<file path="src/rtl/add_sub_arbiter.sv">
// Two-requester arbiter in front of one registered add/subtract unit.
// Round-robin or fixed-priority grant, two-stage pipeline, response tagged with requester id.
module add_sub_arbiter #(
  parameter int WIDTH = 8,
  parameter bit RR    = 1'b1
) (
  input  logic             clk,
  input  logic             rst_n,
  input  logic             req0_valid,
  output logic             req0_ready,
  input  logic [WIDTH-1:0] req0_a,
  input  logic [WIDTH-1:0] req0_b,
  input  logic             req0_sel,
  input  logic             req1_valid,
  output logic             req1_ready,
  input  logic [WIDTH-1:0] req1_a,
  input  logic [WIDTH-1:0] req1_b,
  input  logic             req1_sel,
  output logic             rsp_valid,
  output logic             rsp_id,
  output logic [WIDTH-1:0] rsp_s,
  output logic             rsp_cout,
  output logic             rsp_ovf
);

  // Result packing: {ovf, cout, s}; subtraction is a + ~b + 1
  function automatic logic [WIDTH+1:0] addsub(input logic [WIDTH-1:0] a,
                                              input logic [WIDTH-1:0] b,
                                              input logic             sel);
    logic [WIDTH-1:0] bx;
    logic [WIDTH:0]   sum;
    logic             ovf;
    bx  = b ^ {WIDTH{sel}};
    sum = {1'b0, a} + {1'b0, bx} + {{WIDTH{1'b0}}, sel};
    ovf = (a[WIDTH-1] == bx[WIDTH-1]) && (sum[WIDTH-1] != a[WIDTH-1]);
    return {ovf, sum};
  endfunction

  logic             ptr_r;
  logic             gnt0_s;
  logic             gnt1_s;
  logic             xfer_s;
  logic [WIDTH-1:0] mux_a_s;
  logic [WIDTH-1:0] mux_b_s;
  logic             mux_sel_s;

  logic             s1_valid_r;
  logic             s1_id_r;
  logic [WIDTH-1:0] s1_a_r;
  logic [WIDTH-1:0] s1_b_r;
  logic             s1_sel_r;
  logic [WIDTH+1:0] s1_res_s;

  logic             rsp_valid_r;
  logic             rsp_id_r;
  logic [WIDTH-1:0] rsp_s_r;
  logic             rsp_cout_r;
  logic             rsp_ovf_r;

  // Grant: held off during reset, pointer breaks ties only when round-robin is enabled
  always_comb begin
    gnt0_s = 1'b0;
    gnt1_s = 1'b0;
    if (!rst_n) begin
      gnt0_s = 1'b0;
      gnt1_s = 1'b0;
    end else if (req0_valid && req1_valid) begin
      if ((RR == 1'b1) && ptr_r) begin
        gnt1_s = 1'b1;
      end else begin
        gnt0_s = 1'b1;
      end
    end else if (req0_valid) begin
      gnt0_s = 1'b1;
    end else if (req1_valid) begin
      gnt1_s = 1'b1;
    end else begin
      gnt0_s = 1'b0;
      gnt1_s = 1'b0;
    end
  end

  assign req0_ready = gnt0_s;
  assign req1_ready = gnt1_s;
  assign xfer_s     = gnt0_s | gnt1_s;

  // Operand select for the granted requester
  always_comb begin
    mux_a_s   = req0_a;
    mux_b_s   = req0_b;
    mux_sel_s = req0_sel;
    if (gnt1_s) begin
      mux_a_s   = req1_a;
      mux_b_s   = req1_b;
      mux_sel_s = req1_sel;
    end else begin
      mux_a_s   = req0_a;
      mux_b_s   = req0_b;
      mux_sel_s = req0_sel;
    end
  end

  // Round-robin pointer: favour the requester that was not just served
  always_ff @(posedge clk or negedge rst_n) begin
    if (!rst_n) begin
      ptr_r <= 1'b0;
    end else if ((RR == 1'b1) && xfer_s) begin
      ptr_r <= ~gnt1_s;
    end
  end

  // Stage 1: capture the granted operation
  always_ff @(posedge clk or negedge rst_n) begin
    if (!rst_n) begin
      s1_valid_r <= 1'b0;
      s1_id_r    <= 1'b0;
      s1_a_r     <= {WIDTH{1'b0}};
      s1_b_r     <= {WIDTH{1'b0}};
      s1_sel_r   <= 1'b0;
    end else begin
      s1_valid_r <= xfer_s;
      if (xfer_s) begin
        s1_id_r  <= gnt1_s;
        s1_a_r   <= mux_a_s;
        s1_b_r   <= mux_b_s;
        s1_sel_r <= mux_sel_s;
      end
    end
  end

  assign s1_res_s = addsub(s1_a_r, s1_b_r, s1_sel_r);

  // Stage 2: register the result; fields hold their last value between pulses
  always_ff @(posedge clk or negedge rst_n) begin
    if (!rst_n) begin
      rsp_valid_r <= 1'b0;
      rsp_id_r    <= 1'b0;
      rsp_s_r     <= {WIDTH{1'b0}};
      rsp_cout_r  <= 1'b0;
      rsp_ovf_r   <= 1'b0;
    end else begin
      rsp_valid_r <= s1_valid_r;
      if (s1_valid_r) begin
        rsp_id_r   <= s1_id_r;
        rsp_s_r    <= s1_res_s[WIDTH-1:0];
        rsp_cout_r <= s1_res_s[WIDTH];
        rsp_ovf_r  <= s1_res_s[WIDTH+1];
      end
    end
  end

  assign rsp_valid = rsp_valid_r;
  assign rsp_id    = rsp_id_r;
  assign rsp_s     = rsp_s_r;
  assign rsp_cout  = rsp_cout_r;
  assign rsp_ovf   = rsp_ovf_r;

endmodule

</file>
<file path="config.mk">
export PLATFORM = sky130hd
export DESIGN_NAME = add_sub_arbiter
export DESIGN_NICKNAME = d
export VERILOG_FILES = /design/src/rtl/add_sub_arbiter.sv
export SDC_FILE = /design/constraint.sdc
export NUM_CORES = 1
export LEC_CHECK = 0
export BUFFER_PORTS_ARGS = -buffer_cell sky130_fd_sc_hd__buf_2
export CAP_MARGIN = 20
export CORE_UTILIZATION = 54
export DETAILED_ROUTE_END_ITERATION = 8
export HOLD_SLACK_MARGIN = 0.05
export MAX_ROUTING_LAYER = met4
export PLACE_DENSITY = 0.88
export SLEW_MARGIN = 20
export SYNTH_ARGS = -nofsm -noshare
export SYNTH_HDL_FRONTEND = slang
export SYNTH_SLANG_ARGS = --single-unit
</file>
<file path="constraint.sdc">
create_clock -name clk -period 6.15 [get_ports clk]
set_input_delay 0.615 -clock clk [delete_from_list [all_inputs] [get_ports clk]]
set_output_delay 0.615 -clock clk [all_outputs]
set_load 0.1 [all_outputs]
</file>
* Word level (Yosys, flattened, before mapping) *
Cells that the tools add are included.

word-level totals
  bits of input ports = 38
  register bits = 32
  bits in latches = 0
  memory bits (writable) = 0
  ROM bits = 0
  memories = 0

operators by class
  reduce and logical (&&, ||, !) cells = 2
  add/subtract/negate cells = 2
  eq/ne operators = 2
  multiplexer cells = 12
  magnitude comparators = 0
  div/mod/pow operators = 0
  $mul = 0
  bitwise operators = 3
  shift operators = 0

operator list
  kind               number
  $mux 8             2
  $mux 1             10
  $add 8x8->9        1
  $add 9x1->9        1
  $xor 8x8->8        1
  $logic_and 1x1->1  2
  $eq 1x1->1         1
  $ne 1x1->1         1
  $not 1->1          1
  $or 1x1->1         1

* Logic depth before layout (Yosys ltp) *
Gate-level depths: netlist (run 1).

  depth after elaboration = 5
  gate-level depth with buffers = 9

* Worst setup path before layout (run 1) *
No wires, ideal clock.

  path kind = input -> output
  from = input rst_n
  to = output req1_ready
  path buffers = 1
  stages = 3
  arrival = 1.857 ns
  setup slack = 3.678 ns
  cell sequence = nand2_1 -> a21oi_1 -> clkbuf_1

between the ends
  longest elaborated chain between the ends = 1

RTL lines
  item             RTL line  text
  start, declared  8         input logic rst_n,
  $mux 1           64        if (!rst_n) begin
  end, declared    15        output logic req1_ready,

No other way between the ends.

* Final worst setup path (run 1) *
Same ends and word-level chain as after synthesis.

==> impl_results.md, run 1 <==
* Iter 0 DRT Violations at 44
* Yosys reg bits at 32
* Final Critical Period at 2560 ps
* Setup TNS at 0 ps
* Crit path arrival time at 1940 ps
* Drt pass-1 iters at 6
* Grt ovf at 0
* Vias per cell at 5.39
* MaxCap Viol Count at 0
* I/O Pins at 52
* Register area at 801 um^2
* Cell mode on critical path: buf_2
* VDD IR max at 0.226 mV
* Count of cell types in the netlist at 28
* Final period utilization at 41.6%
* DIE HEIGHT at 57.2 um
* Die X at 57.2 um
* Clk sinks at 32
* Status: complete, but fails checks
* Num rows at 19
* CP max stage delay at 550 ps
* Ratio of cells with drive above 1 in the final layout at 31.5%
* Total track usage at 22.5%
* Placed cell areas at 1920 um^2
* Number of synthesis warnings at 0
* WS Path Type: primary input to output pin
* Multi-input logic area at 782 um^2
* Fmax at 391 MHz
* Rel. slew slack at 37.4%
* Final hold slack at 327 ps
* Cell count after synthesis at 162
* CTS tree: yes
* Port bufs at 51
* Crit path max fanout at 34
* Largest net degree at the start of global routing at 35
* Final Net Count at 261
* Final WL at 3.15 mm
* # diodes at 0
* Mean area per synthesized cell at 10.1 um^2
* Vias in the first global route at 1263
* Post-detail-place hpwl at 2.39 mm
* Vias at 1332
* Routed Antenna Nets at 0
* PD cells at 514 nW/um^2
* CTS H-Tree Depth at 2
* GPL Wtd Cong at 0.829
* Commonest non-fill, non-tap cell in the layout: buf_2
* Core footprint at 2830 um^2
* Clock slew at reported path FFs at 90 ps
* CTS Buffer Depth at 2
* Slew Viols, Final at 0
* Drc violations at 4
* Post-synth net total at 208
* Root buffer cell: clkbuf_4
* Hold_buf cts at 0
* Routed len/inst at 12.8 um
* First-pass GRT wire length at 5.38 mm
* Startpoint Class: primary input
* RSZ-0062 raised after global routing: false
* Worst Path Required at 5530 ps
* Seq/Total Area, Yosys at 48.7%
* Commonest cells after routing, fill and taps aside: buf_2, nand2_1, dfrtp_1
* CP max stage cell: buf_2
* Endpoints failing hold at 0
* Crit-path cells: buf_2 -> nand2_1 -> a21oi_1 -> buf_2
* Starting Density at 58.1%
* Post-Syn Area at 1640 um^2
* Initial antenna violation count at 0
* Failing checks: DRC
* Clock Skews at 4.16 ps
* Fill cell count at 238
* Final setup viols at 0
* Worst skew pair latency at 320 ps
* Num CTS Buffers at 5
* Leakage at 1.03 nW
* R2R Setup Slk at 3870 ps
* Fin area at 1980 um^2
* Synthesis-to-finish area growth at 20.3%
* Post-CTS Setup Repair Bufs at 0
* Crit end category: output pin
* Type of the most critical hold path: primary input to async pin
* Die area at 3270 um^2
* Worst slew pin tran at 935 ps
* CTS resizes at 0
## layout make-up
cell class / instances / area share, %
Tap cell: 31 / 1.96
Inverter: 7 / 1.33
Clock buffer: 8 / 2.97
Timing Repair Buffer: 53 / 13.7
Sequential cell: 32 / 40.5
Multi-Input combinational cell: 116 / 39.6
## cell families (layout without fill, tap and decap cells)
group           after synthesis  after routing  share of synthesized area, %
flops                        32             32                          48.7
compound gates               44             44                          19.0
xor+xnor                     13             13                          6.93
mux                           6              6                          4.49
fa+ha+maj                     8              8                          6.55
simple gates                 45             45                          10.7
buf+inv                      14             68                          3.66
## per-layer routing
layer / track usage (%) / part of all wire (%) / vias to the layer above / wire length [um]
met3: 4.76 / 4.8 / 5 / 151
met4: 9.41 / 1.4 / 0 / 45
met5: - / 0 / - / 0
met2: 38.2 / 50 / 42 / 1570
li1: - / - / 663 / -
met1: 26.0 / 44 / 622 / 1380
## stage by stage
stage                     utilization (%)  total power [mW]  cells  worst slack, ps
after floorplan                         -             0.798    162             3680
after global routing                 69.9              1.08    247             3410
final                                69.9              1.02    247             3590
after CTS                            69.9              1.03    247             3540
after detailed placement             67.8             0.899    239             3550
after global placement               67.8             0.882    239             3610
## path summary, 6_finish.rpt
kind	from	end	depth (start not counted)
min in group clk	rsp_s[4]	rsp_s[4]	1
hold reg to reg	rsp_s[4]	rsp_s[4]	1
setup reg to reg	s1_sel_r	rsp_s[6]	7
setup / recovery	rst_n	req1_ready	4
max in group asynchronous	rst_n	rsp_cout	1
hold / removal	rst_n	rsp_s[1]	1
## cells in the mapped netlist
cell      instances  area share (%)
nand2_1          38             8.7
dfrtp_1          32              49
a22oi_1          17             7.8
xor2_1            9             4.8
ha_1              7             5.3
inv_1             7             1.6
a21oi_1           6             1.8
clkbuf_1          6             1.4
o21ai_0           6             1.8
nor2_1            5             1.1
mux2_2            4             2.7
xnor2_1           4             2.1
a211oi_1          2            0.91
a21o_1            2            0.91
o21a_1            2            0.91
o21bai_1          2            0.91
o31a_1            2             1.1
a21boi_0          1            0.46
a31oi_1           1            0.38
a41oi_2           1            0.99
and2_2            1            0.46
buf_6             1            0.69
fa_1              1             1.2
mux2_4            1            0.91
mux2i_2           1            0.84
nor2b_1           1            0.38
o21ai_2           1            0.53
o31ai_1           1            0.46
## state kept, by name (all words and copies together), names as in the netlist
register    cells
s1_a_r          8
s1_sel_r        1
s1_id_r         1
s1_valid_r      1
rsp_cout        1
s1_b_r          8
rsp_valid       1
rsp_s           8
rsp_ovf         1
rsp_id          1
ptr_r           1
## critical path: cells and delay by family
family                 cells  cell delay [ps]
and+or+nand+nor            1              120
buffers and inverters      2             1010
AOI/OAI and AO/OA          1              190
## power by group
| part | internal, mW | switching, mW |
|---|---|---|
| registers | 0.271 | 0.0414 |
| clock network | 0.0563 | 0.0644 |
| logic | 0.165 | 0.418 |
| total | 0.492 | 0.524 |
No activity file was read; power rests on OpenSTA's default activity.
==> inputs of run 2 (changes only) <==
--- a/config.mk
+++ b/config.mk
@@ -7,11 +7,11 @@
 export LEC_CHECK = 0
 export BUFFER_PORTS_ARGS = -buffer_cell sky130_fd_sc_hd__buf_2
 export CAP_MARGIN = 20
-export CORE_UTILIZATION = 54
+export CORE_UTILIZATION = 45
 export DETAILED_ROUTE_END_ITERATION = 8
 export HOLD_SLACK_MARGIN = 0.05
 export MAX_ROUTING_LAYER = met4
-export PLACE_DENSITY = 0.88
+export PLACE_DENSITY = 0.79
 export SLEW_MARGIN = 20
 export SYNTH_ARGS = -nofsm -noshare
 export SYNTH_HDL_FRONTEND = slang
==> constraint.sdc (replaced) <==
create_clock -name clk -period 2.3 [get_ports clk]
set_input_delay 0.23 -clock clk [delete_from_list [all_inputs] [get_ports clk]]
set_output_delay 0.23 -clock clk [all_outputs]
set_load 0.1 [all_outputs]
==> run 2 against run 1 <==
  * The run now ends clean
  * Sequential power rose to 2.7 times the previous value
  * Register-to-register slack worse by 3700 ps
  * Combinational power rose to 2.7 times the previous value
  * Wire length is 3.3% lower
  * Die area grew 19%
  * Critical endpoint is now rsp_s[6]
  * Largest cell class unchanged
  * Clock power grew to 2.7 times the previous value
  * Largest power group unchanged
==> impl_results.md, run 2 (synthesis gave the netlist of run 1 again) <==
* Status: complete, no violations
* Iter 0 DRT Violations at 37 (-16%)
* Hold path cells at 3
* Routing usage on met1 at 22.2% (-3.8 points)
* Leakage at 1.06 nW (+2.4%)
* CTS H-Tree Depth at 2 (unchanged)
* DIE HEIGHT at 62.4 um (+9.2%)
* PD cells at 1330 nW/um^2 (+160%)
* Global route hottest layer: met2
* GR Layer Usage met2 at 28.5% (-9.6 points)
* Endpoints failing hold at 0 (unchanged)
* Drt pass-1 iters at 4 (-2)
* Setup TNS at 0 ps (unchanged)
* VDD IR max at 0.550 mV (+140%)
* Finished Layout Cells at 265 (+7.3%)
* Final setup viols at 0 (unchanged)
* Initial antenna violation count at 0 (unchanged)
* Rel. slew slack at 67.7% (+30 points)
* Final Critical Period at 2090 ps
* Largest net degree at the start of global routing at 33 (-5.7%)
* Vias per cell at 4.99 (-7.5%)
* Die X at 62.4 um (+9.2%)
* Slew Viols, Final at 0 (unchanged)
* # diodes at 0 (unchanged)
* Commonest cells after routing, fill and taps aside: buf_2, nand2_1, dfrtp_1
* Post-detail-place hpwl at 2.36 mm (-1.2%)
* Sequential Power Share at 30.7% (about the same)
* Crit end category: flop
* CP max stage delay at 500 ps (-50 ps)
* Root buffer cell: clkbuf_4
* GPL Wtd Cong at 0.818 (-1.3%)
* RSZ-0062 raised after global routing: false
* I/O Pins at 52 (unchanged)
* Met3 usage in global routing at 6.57% (+1.8 points)
* NetSw at 1.40 mW (+170%)
* Crit-path cells: xor2_1 -> ha_1 -> nor2b_1 -> o31a_1 -> o31a_1 -> a211oi_1 -> a21o_1
* Placed cell count at 256 (+7.1%)
* Final period utilization at 90.9%
* Worst skew pair latency at 340 ps (+20 ps)
* Gate power share at 57.1% (-0.3 points)
* Final Net Count at 264 (+1.1%)
* Fmax at 478 MHz
* Cell mode on critical path: o31a_1
* Register area at 802 um^2 (+0.16%)
* Sw Ratio at 51.5% (-0.098 points)
* Startpoint Class: flop
* CTS tree: yes
* Ratio of cells with drive above 1 in the final layout at 33.3% (+1.9 points)
* Core footprint at 3420 um^2 (+21%)
* Commonest non-fill, non-tap cell in the layout: buf_2
* Type of the most critical hold path: primary input to flop
* Clk sinks at 32 (unchanged)
* Clock Skews at 5.50 ps (+1.34 ps)
* CTS Buffer Depth at 2 (unchanged)
* Die area at 3900 um^2 (+19%)
* Crit path arrival time at 2370 ps (+430 ps)
* Grt ovf at 0 (unchanged)
* Num CTS Buffers at 5 (unchanged)
* Final WL at 3.05 mm (-3.3%)
* Crit path max fanout at 9 (-74%)
* Fill cell count at 335 (+41%)
* Int Power at 1.32 mW (+170%)
* CP max stage cell: dfrtp_2
* Routed len/inst at 11.5 um (-9.9%)
* MaxCap Viol Count at 0 (unchanged)
* Port bufs at 51 (unchanged)
* Num rows at 21 (+2)
* WS Path Type: flop to flop
* First-pass GRT wire length at 5.41 mm (+0.63%)
* Starting Density at 48.1% (-10 points)
* Clock group share of total power at 12.2% (+0.3 points)
* Worst Path Required at 2580 ps (-2950 ps)
* Multi-input logic area at 782 um^2 (unchanged)
* Clock slew at reported path FFs at 90 ps (about the same)
* Drc violations at 0 (-4)
* R2R depth at 7 (unchanged)
* Vias at 1322 (-0.75%)
* Worst slew pin tran at 487 ps (-448 ps)
* Vias in the first global route at 1219 (-3.5%)
* Total track usage at 18.4% (-4.1 points)
* Synthesis-to-finish area growth at 25.1%
* Routed Antenna Nets at 0 (unchanged)
-- run 2: cell types whose count changed in the layout (fill, tap and decap cells not counted), sizes merged --
cell | previous run | this run
buf | 53 | 55
dlygate4sd3 | 0 | 1
clkbuf | 8 | 6
clkinv | 0 | 2
-- run 2: final timing paths --
| check | startpoint | endpoint | slack (ps) |
|---|---|---|---|
| setup / recovery | s1_sel_r | rsp_s[6] | 210 |
| hold reg to reg | rsp_s[4] | rsp_s[4] | 480 |
| min in group asynchronous | rst_n | ptr_r | 460 |
| setup reg to reg | s1_sel_r | rsp_s[6] | 210 |
| max in group asynchronous | rst_n | s1_sel_r | 1530 |
| hold / removal | req0_a[7] | s1_a_r[7] | 100 |
-- run 2: area by class of cell --
type                    instances  area share [%]
repair buffers                 56            15.8
multi-input cells             116            38.1
inverters                       7            1.28
clock inverters                 2           0.487
flip-flops and latches         32            39.0
clock buffers                   6            2.50
well taps                      46            2.80
-- run 2: through the flow --
step	utilization (%)	area, um^2	power (mW)	worst slack (ps)	hold WS (ps)
final	60.1	2050	2.72	209	103
after detailed placement	58.0	1980	2.41	152	306
after CTS	60.1	2050	2.75	124	95.2
after global routing	60.1	2050	2.91	65.2	90.7
after floorplan	-	1640	2.13	323	-65.6
after global placement	58.0	1980	2.38	212	302
-- run 2: timing repair --
item	in CTS	in global routing
endpoints found under the hold margin	32	0
setup buffers	0	0
hold buffers	1	0
setup endpoints to repair	0	1
gates resized for setup	0	1
-- run 2: per-layer routing --
layer / up-vias / wire, um
met3: 8 / 164
li1: 669 / -
met1: 606 / 1410
met2: 39 / 1430
met4: 0 / 48
met5: - / 0
-- run 2: worst max-delay path, delay by kind of cell, from the launching register on --
kind	cells	cell delay, ps
and+or+nand+nor	1	160
DFF	1	500
xor gates and xnor gates	1	190
AOI/OAI and AO/OA	4	860
adders and majority gates	1	330
-- run 2: power groups by stage --
stage	combinational [mW]	clock, mW	sequential (mW)
floorplan	0.649	0	1.49
global placement	1.53	0	0.846
detailed placement	1.56	0	0.851
CTS	1.56	0.344	0.839
global route	1.67	0.377	0.863
finish	1.56	0.332	0.836
==> inputs of run 3 (changes only) <==
--- a/config.mk
+++ b/config.mk
@@ -5,13 +5,15 @@
 export SDC_FILE = /design/constraint.sdc
 export NUM_CORES = 1
 export LEC_CHECK = 0
-export BUFFER_PORTS_ARGS = -buffer_cell sky130_fd_sc_hd__buf_2
+export ABC_AREA = 1
+export BUFFER_PORTS_ARGS = -buffer_cell sky130_fd_sc_hd__clkbuf_2
 export CAP_MARGIN = 20
-export CORE_UTILIZATION = 45
+export CORE_UTILIZATION = 46
 export DETAILED_ROUTE_END_ITERATION = 8
 export HOLD_SLACK_MARGIN = 0.05
 export MAX_ROUTING_LAYER = met4
 export PLACE_DENSITY = 0.79
+export RECOVER_POWER = 100
 export SLEW_MARGIN = 20
 export SYNTH_ARGS = -nofsm -noshare
 export SYNTH_HDL_FRONTEND = slang
==> run 3 against run 2 <==
  * Wire length rose by 17%
  * Maximum frequency fell by 0.40%
  * Via count rose by 17%
  * Synthesized area rose by 8.8%
  * Final cell count rose by 20%
  * Count of clock-buffer cells in the layout rose by 1
  * Hold slack improved by 58 ps
  * Power rose by 9.6%
  * Clock skew fell by 1.2 ps
  * Critical path depth fell by 2
  * Sequential power barely moved
  * Clock power rose by 76%
  * Largest cell class is now multi-input combinational cells
  * Highest routed layer unchanged
==> impl_results.md, run 3 <==
* Status: complete, no violations
* Ratio of cells with drive above 1 in the final layout at 21.9% (-11 points)
* Cell count after synthesis at 216 (+33%)
* Sw Ratio at 50.4% (-1.1 points)
* MaxCap Viol Count at 0 (unchanged)
* PD cells at 1360 nW/um^2 (+3.0%)
* Final Critical Period at 2100 ps (+8.34 ps)
* Number of synthesis warnings at 0 (unchanged)
* Die area at 4140 um^2 (+6.3%)
* First-pass GRT wire length at 6.54 mm (+21%)
* Yosys reg bits at 32 (unchanged)
* Vias in the first global route at 1538 (+26%)
* Power Total at 2.98 mW (+9.6%)
* Port bufs at 51 (unchanged)
* Synth top area share at 44.8% (-4.0 points)
* CP max stage cell: dlygate4sd3_1
* CTS resizes at 0 (unchanged)
* Crit-path cells: dlygate4sd3_1 -> clkbuf_1 -> nand3_2 -> inv_4 -> buf_4
* Clock slew at reported path FFs at 60 ps (-30 ps)
* Fmax at 476 MHz (-0.40%)
* I/O Pins at 52 (unchanged)
* Drc violations at 0 (unchanged)
* DIE HEIGHT at 64.3 um (+3.1%)
* Main flop type after synthesis: dfrtp_1
* Routed Antenna Nets at 0 (unchanged)
* Num rows at 22 (+4.8%)
* Final setup viols at 0 (unchanged)
* Crit path arrival time at 1870 ps (-500 ps)
* Setup TNS at 0 ps (unchanged)
* Clock Skews at 4.29 ps (-1.21 ps)
* Final WL at 3.57 mm (+17%)
* Post-detail-place hpwl at 2.78 mm (+18%)
* Post-synth ARST share at 100% (unchanged)
* Endpoints failing hold at 0 (unchanged)
* Sequential Power Share at 27.9% (-2.8 points)
* VDD IR max at 0.513 mV (-6.7%)
* Final worst slack at 200 ps (-8.34 ps)
* Number of flops mapped to enable cells by yosys at 0 (unchanged)
* Post-CTS Setup Repair Bufs at 0 (unchanged)
* Cell taking the most area after synthesis: dfrtp_1
* Largest net degree at the start of global routing at 33 (unchanged)
* Top delay family on crit path: buffers and inverters
* Total track usage at 20.9% (+2.5 points)
* Worst Path Required at 2070 ps (-510 ps)
* Commonest non-fill, non-tap cell in the layout: nand2_1
* WP buf/inv at 4 (+4)
* Fill cell count at 349 (+4.2%)
* Num CTS Buffers at 5 (unchanged)
* Worst skew pair latency at 280 ps (-60 ps)
* # diodes at 0 (unchanged)
* Synthesis-to-finish area growth at 22.3%
* Slew Viols, Final at 0 (unchanged)
* Type of the most critical hold path: primary input to flop
* Mean area per synthesized cell at 8.28 um^2 (-18%)
* RSZ-0062 raised after global routing: false
* NetSw at 1.50 mW (+7.3%)
* Crit path max fanout at 19 (+10)
* Hold_buf cts at 1 (unchanged)
* WS Path Type: primary input to output pin
* Die X at 64.3 um (+3.1%)
* Commonest cells after routing, fill and taps aside: nand2_1, clkbuf_2, dfrtp_1
* Iter 0 DRT Violations at 59 (+59%)
* Place WS at 334 ps (+182 ps)
* CTS tree: yes
* Post-Syn Area at 1790 um^2 (+8.8%)
* Clock group share of total power at 19.6% (+7.4 points)
* Starting Density at 48.5% (+0.38 points)
* Count of cell types in the netlist at 29 (+3.6%)
* Crit end category: output pin
* Seq/Total Area, Yosys at 44.8% (-4.0 points)
* Grt ovf at 0 (unchanged)
* Final period utilization at 91.3% (+0.36 points)
* Core footprint at 3690 um^2 (+8.0%)
* Top-count cell post-synth: nand2_1
* Gate power share at 52.5% (-4.6 points)
* Leakage at 1.16 nW (+9.5%)
* R2R depth at 10 (+3)
* Initial antenna violation count at 0 (unchanged)
* Vias at 1543 (+17%)
* Final Net Count at 315 (+19%)
* Synth area leaders: dfrtp_1, nand2_1, nand3_1, ha_1, inv_1
* CTS H-Tree Depth at 2 (unchanged)
* Drt pass-1 iters at 4 (unchanged)
* Rel. slew slack at 22.4% (-45 points)
* Routed len/inst at 11.2 um (-2.2%)
* GPL Wtd Cong at 0.787 (-3.8%)
* Int Power at 1.48 mW (+12%)
* CTS Buffer Depth at 2 (unchanged)
* Root buffer cell: clkbuf_8
* Worst slew pin tran at 1170 ps (+682 ps)
* Post-synth net total at 262 (+26%)
* Hold path cells at 3 (unchanged)
* CP max stage delay at 520 ps (+20 ps)
* Startpoint Class: primary input
* Synth cell count leaders: nand2_1, dfrtp_1, nand3_1
* Vias per cell at 4.85 (-2.7%)
* Cell depth of the worst setup path at 5 (-2)
* Clk sinks at 32 (unchanged)
==> run 3: cell type report <==
class	instances	area, um^2	share of cell area, %
multi-input cells	161	866	39.6
flip-flops and latches	32	801	36.6
clock inverters	1	30.0	1.37
inverters	16	62.6	2.86
repair buffers	53	272	12.4
well taps	48	60.1	2.75
clock buffers	7	96.3	4.41
==> run 3: power groups by stage <==
stage / sequential (mW) / clock [mW] / combinational (mW)
2_1_floorplan: 1.47 / 0 / 0.694
3_3_place_gp: 0.839 / 0 / 1.57
3_5_place_dp: 0.846 / 0 / 1.60
4_1_cts: 0.836 / 0.592 / 1.60
5_1_grt: 0.856 / 0.623 / 1.70
6_report: 0.834 / 0.584 / 1.57
==> run 3: path summary, 6_finish.rpt <==
check	startpoint	endpoint	slack, ps
max reg2reg	s1_sel_r	rsp_ovf	240
min in group asynchronous	rst_n	ptr_r	770
min reg2reg	rsp_id	rsp_id	470
max in group asynchronous	rst_n	rsp_id	1040
min	req0_a[2]	s1_a_r[2]	160
max	rst_n	req1_ready	200
==> run 3: metal layers <==
layer  part of all wire, %  vias to the layer above  global-route usage (%)  wire length (um)
met5                     0                        -                       -                 0
met4                   1.4                        0                    6.67                49
met3                   4.8                        4                    4.82               172
met2                    46                       45                    33.8              1650
met1                    48                      687                    25.8              1700
li1                      -                      807                       -                 -
==> run 3: tightest hold or removal path, stage by stage <==
cell      delay [ps]
clkbuf_2          70
nand2_1           40
nand3_1           60
==> run 3: kinds of logic (layout without fill, tap and decap cells) <==
kind of cell	count (synthesis)	count (layout)	synth area share (%)
and+or+nand+nor	124	124	31.4
DFF	32	32	44.8
buffers and inverters	23	77	6.65
AOI/OAI and AO/OA	20	20	6.72
xor gates and xnor gates	9	9	4.41
adders and majority gates	8	8	6.02
==> run 3: through the flow <==
stage	util [%]	hold slack [ps]	area, um^2	std cells
final	59.3	161	2190	318
after global routing	59.3	166	2190	318
after CTS	60.2	155	2220	318
after detailed placement	56.5	335	2080	309
after global placement	56.5	324	2080	309
after floorplan	-	-65.6	1790	216
